==> src/rtl/neck_pkg.sv <==
// Shared types and timing derivations for the posture alarm controller.
package neck_pkg;

  typedef enum logic [1:0] {
    IDLE   = 2'd0,
    ARMING = 2'd1,
    ALARM  = 2'd2,
    SNOOZE = 2'd3
  } state_t;

  localparam int MS_PER_S = 1000;

  function automatic int cycles_per_ms(input int clk_hz);
    return clk_hz / MS_PER_S;
  endfunction

  // Bits needed to count 0..n-1; never below one bit.
  function automatic int cnt_width(input int n);
    return (n <= 2) ? 1 : $clog2(n);
  endfunction

endpackage

==> src/rtl/key_debounce.sv <==
// Snooze-key debouncer: level accepted after DEBOUNCE_MS ticks of stability,
// a one-cycle key_press marks each debounced press (1->0).
module key_debounce
  import neck_pkg::*;
#(
  parameter int DEBOUNCE_MS = 20
) (
  input  logic clk,
  input  logic rst_n,
  input  logic tick,
  input  logic key_n_sync,
  output logic key_press
);

  localparam int W = cnt_width(DEBOUNCE_MS);

  logic [W-1:0] cnt;
  logic         key_deb;

  always_ff @(posedge clk or negedge rst_n) begin
    if (!rst_n) begin
      cnt       <= '0;
      key_deb   <= 1'b1;
      key_press <= 1'b0;
    end else begin
      key_press <= 1'b0;
      // Any return to the accepted level restarts the stability window.
      if (key_n_sync == key_deb) begin
        cnt <= '0;
      end else if (tick) begin
        if (cnt == W'(DEBOUNCE_MS - 1)) begin
          cnt       <= '0;
          key_deb   <= key_n_sync;
          key_press <= ~key_n_sync;
        end else begin
          cnt <= cnt + 1'b1;
        end
      end
    end
  end

endmodule

==> src/rtl/alarm_ctrl.sv <==
// Posture alarm controller: arms on sustained bad posture, snoozes on key press.
// Optional ALARM_EVENT_CNT_EN adds a saturating alarm_cnt output.
module alarm_ctrl
  import neck_pkg::*;
#(
  parameter int CLK_FREQ_HZ = 100_000_000,
  parameter int HOLD_MS     = 3000,
  parameter int SNOOZE_MS   = 10000,
  parameter int DEBOUNCE_MS = 20
) (
  input  logic       clk,
  input  logic       rst_n,
  input  logic       bad_posture,
  input  logic       key_n,
  output logic       alarm_en,
  output logic [1:0] state
`ifdef ALARM_EVENT_CNT_EN
  ,output logic [7:0] alarm_cnt
`endif
);

  localparam int CYC_PER_MS = cycles_per_ms(CLK_FREQ_HZ);
  localparam int TW         = cnt_width(CYC_PER_MS);
  localparam int MS_MAX     = (HOLD_MS > SNOOZE_MS) ? HOLD_MS : SNOOZE_MS;
  localparam int MW         = cnt_width(MS_MAX);

  logic [1:0]    bad_sync, key_sync;
  logic          bad, tick, key_press;
  logic [TW-1:0] tick_cnt;
  logic [MW-1:0] ms_cnt, ms_nxt;
  state_t        cur, nxt;

  always_ff @(posedge clk or negedge rst_n) begin
    if (!rst_n) begin
      bad_sync <= 2'b00;
      key_sync <= 2'b11;
    end else begin
      bad_sync <= {bad_sync[0], bad_posture};
      key_sync <= {key_sync[0], key_n};
    end
  end

  assign bad  = bad_sync[1];
  assign tick = (tick_cnt == TW'(CYC_PER_MS - 1));

  always_ff @(posedge clk or negedge rst_n) begin
    if (!rst_n) tick_cnt <= '0;
    else        tick_cnt <= tick ? '0 : tick_cnt + 1'b1;
  end

  key_debounce #(.DEBOUNCE_MS(DEBOUNCE_MS)) u_key (
    .clk       (clk),
    .rst_n     (rst_n),
    .tick      (tick),
    .key_n_sync(key_sync[1]),
    .key_press (key_press)
  );

  always_comb begin
    nxt    = cur;
    ms_nxt = ms_cnt;
    case (cur)
      IDLE: begin
        if (bad) begin
          nxt    = ARMING;
          ms_nxt = '0;
        end
      end
      ARMING: begin
        if (!bad) begin
          nxt = IDLE;
        end else if (tick) begin
          if (ms_cnt == MW'(HOLD_MS - 1)) nxt = ALARM;
          else                            ms_nxt = ms_cnt + 1'b1;
        end
      end
      ALARM: begin
        // Posture recovery outranks a simultaneous snooze request.
        if (!bad) begin
          nxt = IDLE;
        end else if (key_press) begin
          nxt    = SNOOZE;
          ms_nxt = '0;
        end
      end
      SNOOZE: begin
        if (key_press) begin
          ms_nxt = '0;
        end else if (tick) begin
          if (ms_cnt == MW'(SNOOZE_MS - 1)) nxt = IDLE;
          else                              ms_nxt = ms_cnt + 1'b1;
        end
      end
      default: nxt = IDLE;
    endcase
  end

  always_ff @(posedge clk or negedge rst_n) begin
    if (!rst_n) begin
      cur      <= IDLE;
      ms_cnt   <= '0;
      alarm_en <= 1'b0;
    end else begin
      cur      <= nxt;
      ms_cnt   <= ms_nxt;
      alarm_en <= (cur == ALARM);
    end
  end

  assign state = cur;

`ifdef ALARM_EVENT_CNT_EN
  always_ff @(posedge clk or negedge rst_n) begin
    if (!rst_n)
      alarm_cnt <= 8'd0;
    else if (cur == ARMING && nxt == ALARM && alarm_cnt != 8'hFF)
      alarm_cnt <= alarm_cnt + 8'd1;
  end
`endif

endmodule
==> config.mk <==
export PLATFORM = sky130hd
export DESIGN_NAME = alarm_ctrl
export DESIGN_NICKNAME = d
export VERILOG_FILES = /design/src/rtl/neck_pkg.sv /design/src/rtl/key_debounce.sv /design/src/rtl/alarm_ctrl.sv
export SDC_FILE = /design/constraint.sdc
export NUM_CORES = 1
export LEC_CHECK = 0
export CAP_MARGIN = 30
export CORE_MARGIN = 5
export CORE_UTILIZATION = 43
export CTS_BUF_LIST = sky130_fd_sc_hd__clkbuf_8
export CTS_CLUSTER_DIAMETER = 30
export DETAILED_ROUTE_END_ITERATION = 7
export GPL_TIMING_DRIVEN = 0
export SLEW_MARGIN = 0
export SYNTH_ARGS = -nofsm -noshare
export SYNTH_HDL_FRONTEND = slang
export SYNTH_SLANG_ARGS = --single-unit
export TNS_END_PERCENT = 50
==> constraint.sdc <==
create_clock -name clk -period 3.1 [get_ports clk]
set_clock_uncertainty 0.15 [all_clocks]
set_input_delay 0.93 -clock clk [delete_from_list [all_inputs] [get_ports clk]]
set_output_delay 0.93 -clock clk [all_outputs]
set_load 0.005 [all_outputs]
After elaboration in Yosys (flattened, before gate mapping)
Cells that the tools add are included.
{ "totals": {"regBits": 45, "out_inout_bits": 3, "word_cells": 68} }
{ "classes": {"n_addsub": 3, "eq_ne": 22, "n_mux": 27, "bitwise_logic": 2, "reduce_logical": 5} }
{ "op_table": {"columns": ["operator", "n"], "rows": [
  ["2-to-1 mux 14 bit", 9],
  ["one-hot mux 14 bit (4 select lines)", 1],
  ["2-to-1 mux 2 bit", 9],
  ["adder 17 x 1 -> 17 bit, second input constant", 1],
  ["== test 17 bit, second input constant", 1],
  ["2-to-1 mux 17 bit", 1],
  ["inequality test 2 bit, second input constant", 8],
  ["2-to-1 mux 5 bit", 3],
  ["adder 14 x 1 -> 14 bit, second input constant", 1],
  ["== test 14 x 12 -> 1 bit, second input constant", 1],
  ["== test 14 bit, second input constant", 1],
  ["inequality test 3 x 2 -> 1 bit, second input constant", 3],
  ["one-hot mux 2 bit (4 select lines)", 1],
  ["AND reduction 8 bit", 1],
  ["AND reduction 7 bit", 1],
  ["inequality test 3 bit, second input constant", 2],
  ["adder 5 x 1 -> 5 bit, second input constant", 1],
  ["== test 5 bit, second input constant", 1],
  ["== test 2 bit, second input constant", 2],
  ["2-to-1 mux 1 bit", 3],
  ["AND reduction 3 bit", 1],
  ["== test 2 x 1 -> 1 bit, second input constant", 1],
  ["logical NOT 2 bit", 1],
  ["inequality test 2 x 1 -> 1 bit, second input constant", 1],
  ["other kinds (3)", 4]
]} }

Logic depth before layout (Yosys ltp)
Gate-level depths: netlist of run 1.
{ "depth": {"ltp_word": 5, "mapped_depth": 7} }

By module
From an unflattened synthesis of run 1, not the netlist that was laid out.
{ "unflattened": {"cells_unflattened": 227, "hier_area_um2": 2373.5} }
{ "modules_own_cells": {"columns": ["mod", "n_inst", "cells_each", "area_each_um2"], "rows": [
  ["alarm_ctrl", 1, 196, 2026.9],
  ["key_debounce", 1, 31, 346.6]
]} }

Least setup slack after synthesis of run 1
No wires, ideal clock.
{ "synth_timing": {"path_kind": "register to register", "startpoint": "reg tick_cnt[12]", "endpoint": "reg ms_cnt[3]", "setup_ps": 132, "arrival_ps": 2002, "slack_ps": 816, "path_stages_with_launch": 7, "path_buffers": 1, "cell_sequence": "dfrtp_1 -> or4b_1 -> nor4_4 -> o32ai_2 -> clkbuf_1 -> o31ai_1 -> o31ai_1"} }
{ "synth_via": {"elab_chain_len": 3} }
{ "synth_rtl": {"columns": ["element", "line", "text"], "rows": [
  ["start: declaration", "alarm_ctrl.sv:29", "logic [TW-1:0] tick_cnt;"],
  ["start signal: assignment", "alarm_ctrl.sv:48", "else tick_cnt <= tick ? '0 : tick_cnt + 1'b1;"],
  ["== test 17 bit (*)", "alarm_ctrl.sv:44", "assign tick = (tick_cnt == TW'(CYC_PER_MS - 1));"],
  ["inequality test 3 x 2 -> 1 bit (no line) or inequality test 2 bit (tied branches)", null, null],
  ["AND reduction 8 bit (no line) (*)", null, null],
  ["end signal: assignment", "alarm_ctrl.sv:105", "ms_cnt <= ms_nxt;"],
  ["end: declaration", "alarm_ctrl.sv:30", "logic [MW-1:0] ms_cnt, ms_nxt;"]
]} }
Mark *: on every way between the ends. The rest lies on a longest branch, timed or not.
A chain may end at the register's enable or synchronous reset.

Final worst setup path of run 1
{ "layout_timing": {"startpoint": "reg tick_cnt[0]", "endpoint": "reg ms_cnt[3]"} }
Same word-level chain as after synthesis.

==> out/metrics.csv, run 1 <==
stage;metric;value;unit
critical_path;path_max_fanout;10;
place;gp_routability_congestion;0.824;
floorplanning;row_count;26;
yosys;avgSynthCellArea;9.77;um^2
yosys;netlist_instances;236;
finish;diodes;0;
cts;cts_tree;done;
yosys;yosysSeqAreaShare;49.0;%
yosys;synthArstFlopShare;100;%
route;drc;0;
critical_path;cp.required;3.12;ns
cts;htree_levels;2;
critical_path;crit_type;reg -> reg;
route;via_count;1786;
cts;cts_setup_buffers;0;
grt;grt_pass1_wl;8340;um
sta;clock.fmax;360;MHz
yosys;synth_top_cell_area_share;45.6;%
critical_path;reg2reg_slack;0.32;ns
cts;cts-root-buf;clkbuf_8;
critical_path;crit_end;ms_cnt[3];
critical_path;rr_worst_depth;7;
yosys;ys_top_cells_by_area;dfrtp_1 46%, o31ai_1 5.2%, nor2_1 3.7%, nand3_1 3.5%, dfstp_2 3.4%;
yosys;syn_nets;243;
critical_path;arrival;2.80;ns
sta;rsz0062_at_grt;false;
route;wl;4680;um
sta;hold_violations;0;
outcome;status;finished, final reports clean;
sta;min_period;2.78;ns
critical_path;r2r_start;tick_cnt[0];
grt;overflow;0;
yosys;ys_ff_latch;45;
cts;cts_made_buffers;5;
floorplanning;die_h;83.2;um
cts;clockBufferDepth;2;
job;cap_violations;0;
finish;fin_area;0.00259;mm^2
route;drtPass1Iterations;4;
pwr;leakagePower;0.00107;uW
place;dpl-instance-area;0.00247;mm^2
place;dp_hpwl;3310;um
critical_path;endpoint_kind;flop;
critical_path;crit_path_start;tick_cnt[0];
critical_path;start_kind;flop;
yosys;synth.distinct_cells;42;
yosys;synth_edf_count;0;
route;via_per_inst;5.56;
grt;first_global_vias;1736;
pwr;ir_worst_vdd;230;uV
sta;post-route-period-util;89.6;%
cts;cts_hold_buf;0;
cts;cts_sinks;45;
yosys;yosys.area.top_type;dfrtp_1;
route;drtIter0Drc;104;
finish;area_delta_synth_final;12.3;%
floorplanning;start_util;44.6;%
floorplanning;die_x;83.2;um
pwr;p_per_area;427;mW/mm^2
sta;setup_violations;0;
grt;grt.total_usage;14.3;%
route;antenna_left;0;
floorplanning;io_pins;7;
finish;fin_util;50.0;%
sta;tightest_slew;0.650;ns
floorplanning;coreArea;0.00517;mm^2
finish;fin_nets;257;
yosys;syn_area;0.00231;mm^2
yosys;ys_warn_count;0;
pwr;finalPower;1100;uW
grt;grt_max_degree;27;
yosys;synth_ff_type;dfrtp_1;
sta;slew_viol_final;0;
floorplanning;die_area;0.00693;mm^2
min_path;hold_path_class;reg -> reg;
route;wire_per_inst;14.6;um
cts;clock_latency;0.29;ns
grt;antenna_found_initial;0;
cts;clk_pin_slew_worst_paths;0.09;ns
finish;drive_gt1_share;7.17;%
cts;cts_resized;0;
sta;fin_setup_tns;0;ns
finish;final_cell_mix;42 x dfrtp_1, 23 x nor2_1, 19 x nand2_1;
sta;max_slew_margin;56.3;%
critical_path;rr_endpoint;ms_cnt[3];
place;port_buffers;6;
finish;final_common_cell;dfrtp_1;
worst max-delay path, cell delays in order, from the launching register on:
cell and delay (ns):
dfrtp_1 0.39, ha_1 0.24, nand4_1 0.23, nor4_4 0.64, o32ai_2 0.28, clkbuf_1 0.29
o31ai_1 0.32, o31ai_1 0.11
report_power, final:
part	internal (uW)	switching [uW]
Sequential	591	1.77
Clock	262	200
Combinational	15.1	33.7
per-layer routing:
layer / track usage (%) / routed length (um) / vias to the layer above / share of wire, %
met3: 3.17 / 171 / 5 / 3.7
met1: 20.2 / 2330 / 852 / 50
met5: 0 / 0 / - / 0
met2: 22.0 / 2140 / 33 / 46
li1: - / - / 896 / -
met4: 4.01 / 43 / 0 / 0.92
synthesized netlist by cell type, types with 4 or more instances:
master / count
a21oi_1: 4
nand2_1: 19
o21ai_0: 14
nor2_1: 23
and3_1: 6
dfrtp_1: 42
nand4_1: 6
nor3_1: 8
or3_1: 5
xor2_1: 9
a31oi_1: 5
nand3_1: 16
inv_1: 6
xnor2_1: 8
o31ai_1: 16
clkbuf_1: 6
cell type report:
cell class                      count  area (um^2)
Clock inverter                      2         37.5
Clock buffer                        6         82.6
Sequential cell                    45         1130
Buffer                              7         27.5
Fill cell                         468         2580
Multi-Input combinational cell    178         1130
Tap cell                           70         87.6
Inverter                            6         22.5
Timing Repair Buffer                7         75.1
per-stage QoR:
| stage | hold WS, ns | setup WS (ns) | cells |
|---|---|---|---|
| finish | 0.210 | 0.322 | 321 |
| global route | 0.215 | 0.145 | 321 |
| CTS | 0.212 | 0.332 | 321 |
| detailed placement | 0.199 | 0.332 | 313 |
| global placement | 0.196 | -0.309 | 312 |
| floorplan | 0.181 | 0.816 | 236 |
worst min-delay path by stage:
stage	from	to	slack, ns	depth (start not counted)
floorplan	bad_sync[0]	bad_sync[1]	0.18	0
global placement	key_sync[0]	key_sync[1]	0.20	0
detailed placement	key_sync[0]	key_sync[1]	0.20	0
CTS	key_sync[0]	key_sync[1]	0.21	0
global route	key_sync[0]	key_sync[1]	0.21	0
finish	key_sync[0]	key_sync[1]	0.21	0
state kept, by name, summed over array words and instances (netlist names):
name / count
alarm_en: 1
tick_cnt: 17
ms_cnt: 14
bad_sync: 2
key_sync: 2
state: 2
u_key.key_press: 1
u_key.cnt: 5
u_key.key_deb: 1
cell families after synthesis:
family / count (synthesis) / share of synthesized area (%)
AO/OA/AOI/OAI: 49 / 14.3
multiplexers: 2 / 0.922
flip-flops: 45 / 49.0
buffers and inverters: 13 / 2.17
XOR/XNOR: 17 / 6.46
AND/OR/NAND/NOR: 107 / 25.6
adder cells (fa/ha/maj): 3 / 1.63
No activity file was read; power rests on OpenSTA's default activity.
==> run 2: changes to the inputs <==
Settings changed: HOLD_SLACK_MARGIN set to 0.15.
==> results of run 2 <==
Final layout, timing and power as in run 1 (identical DEF).
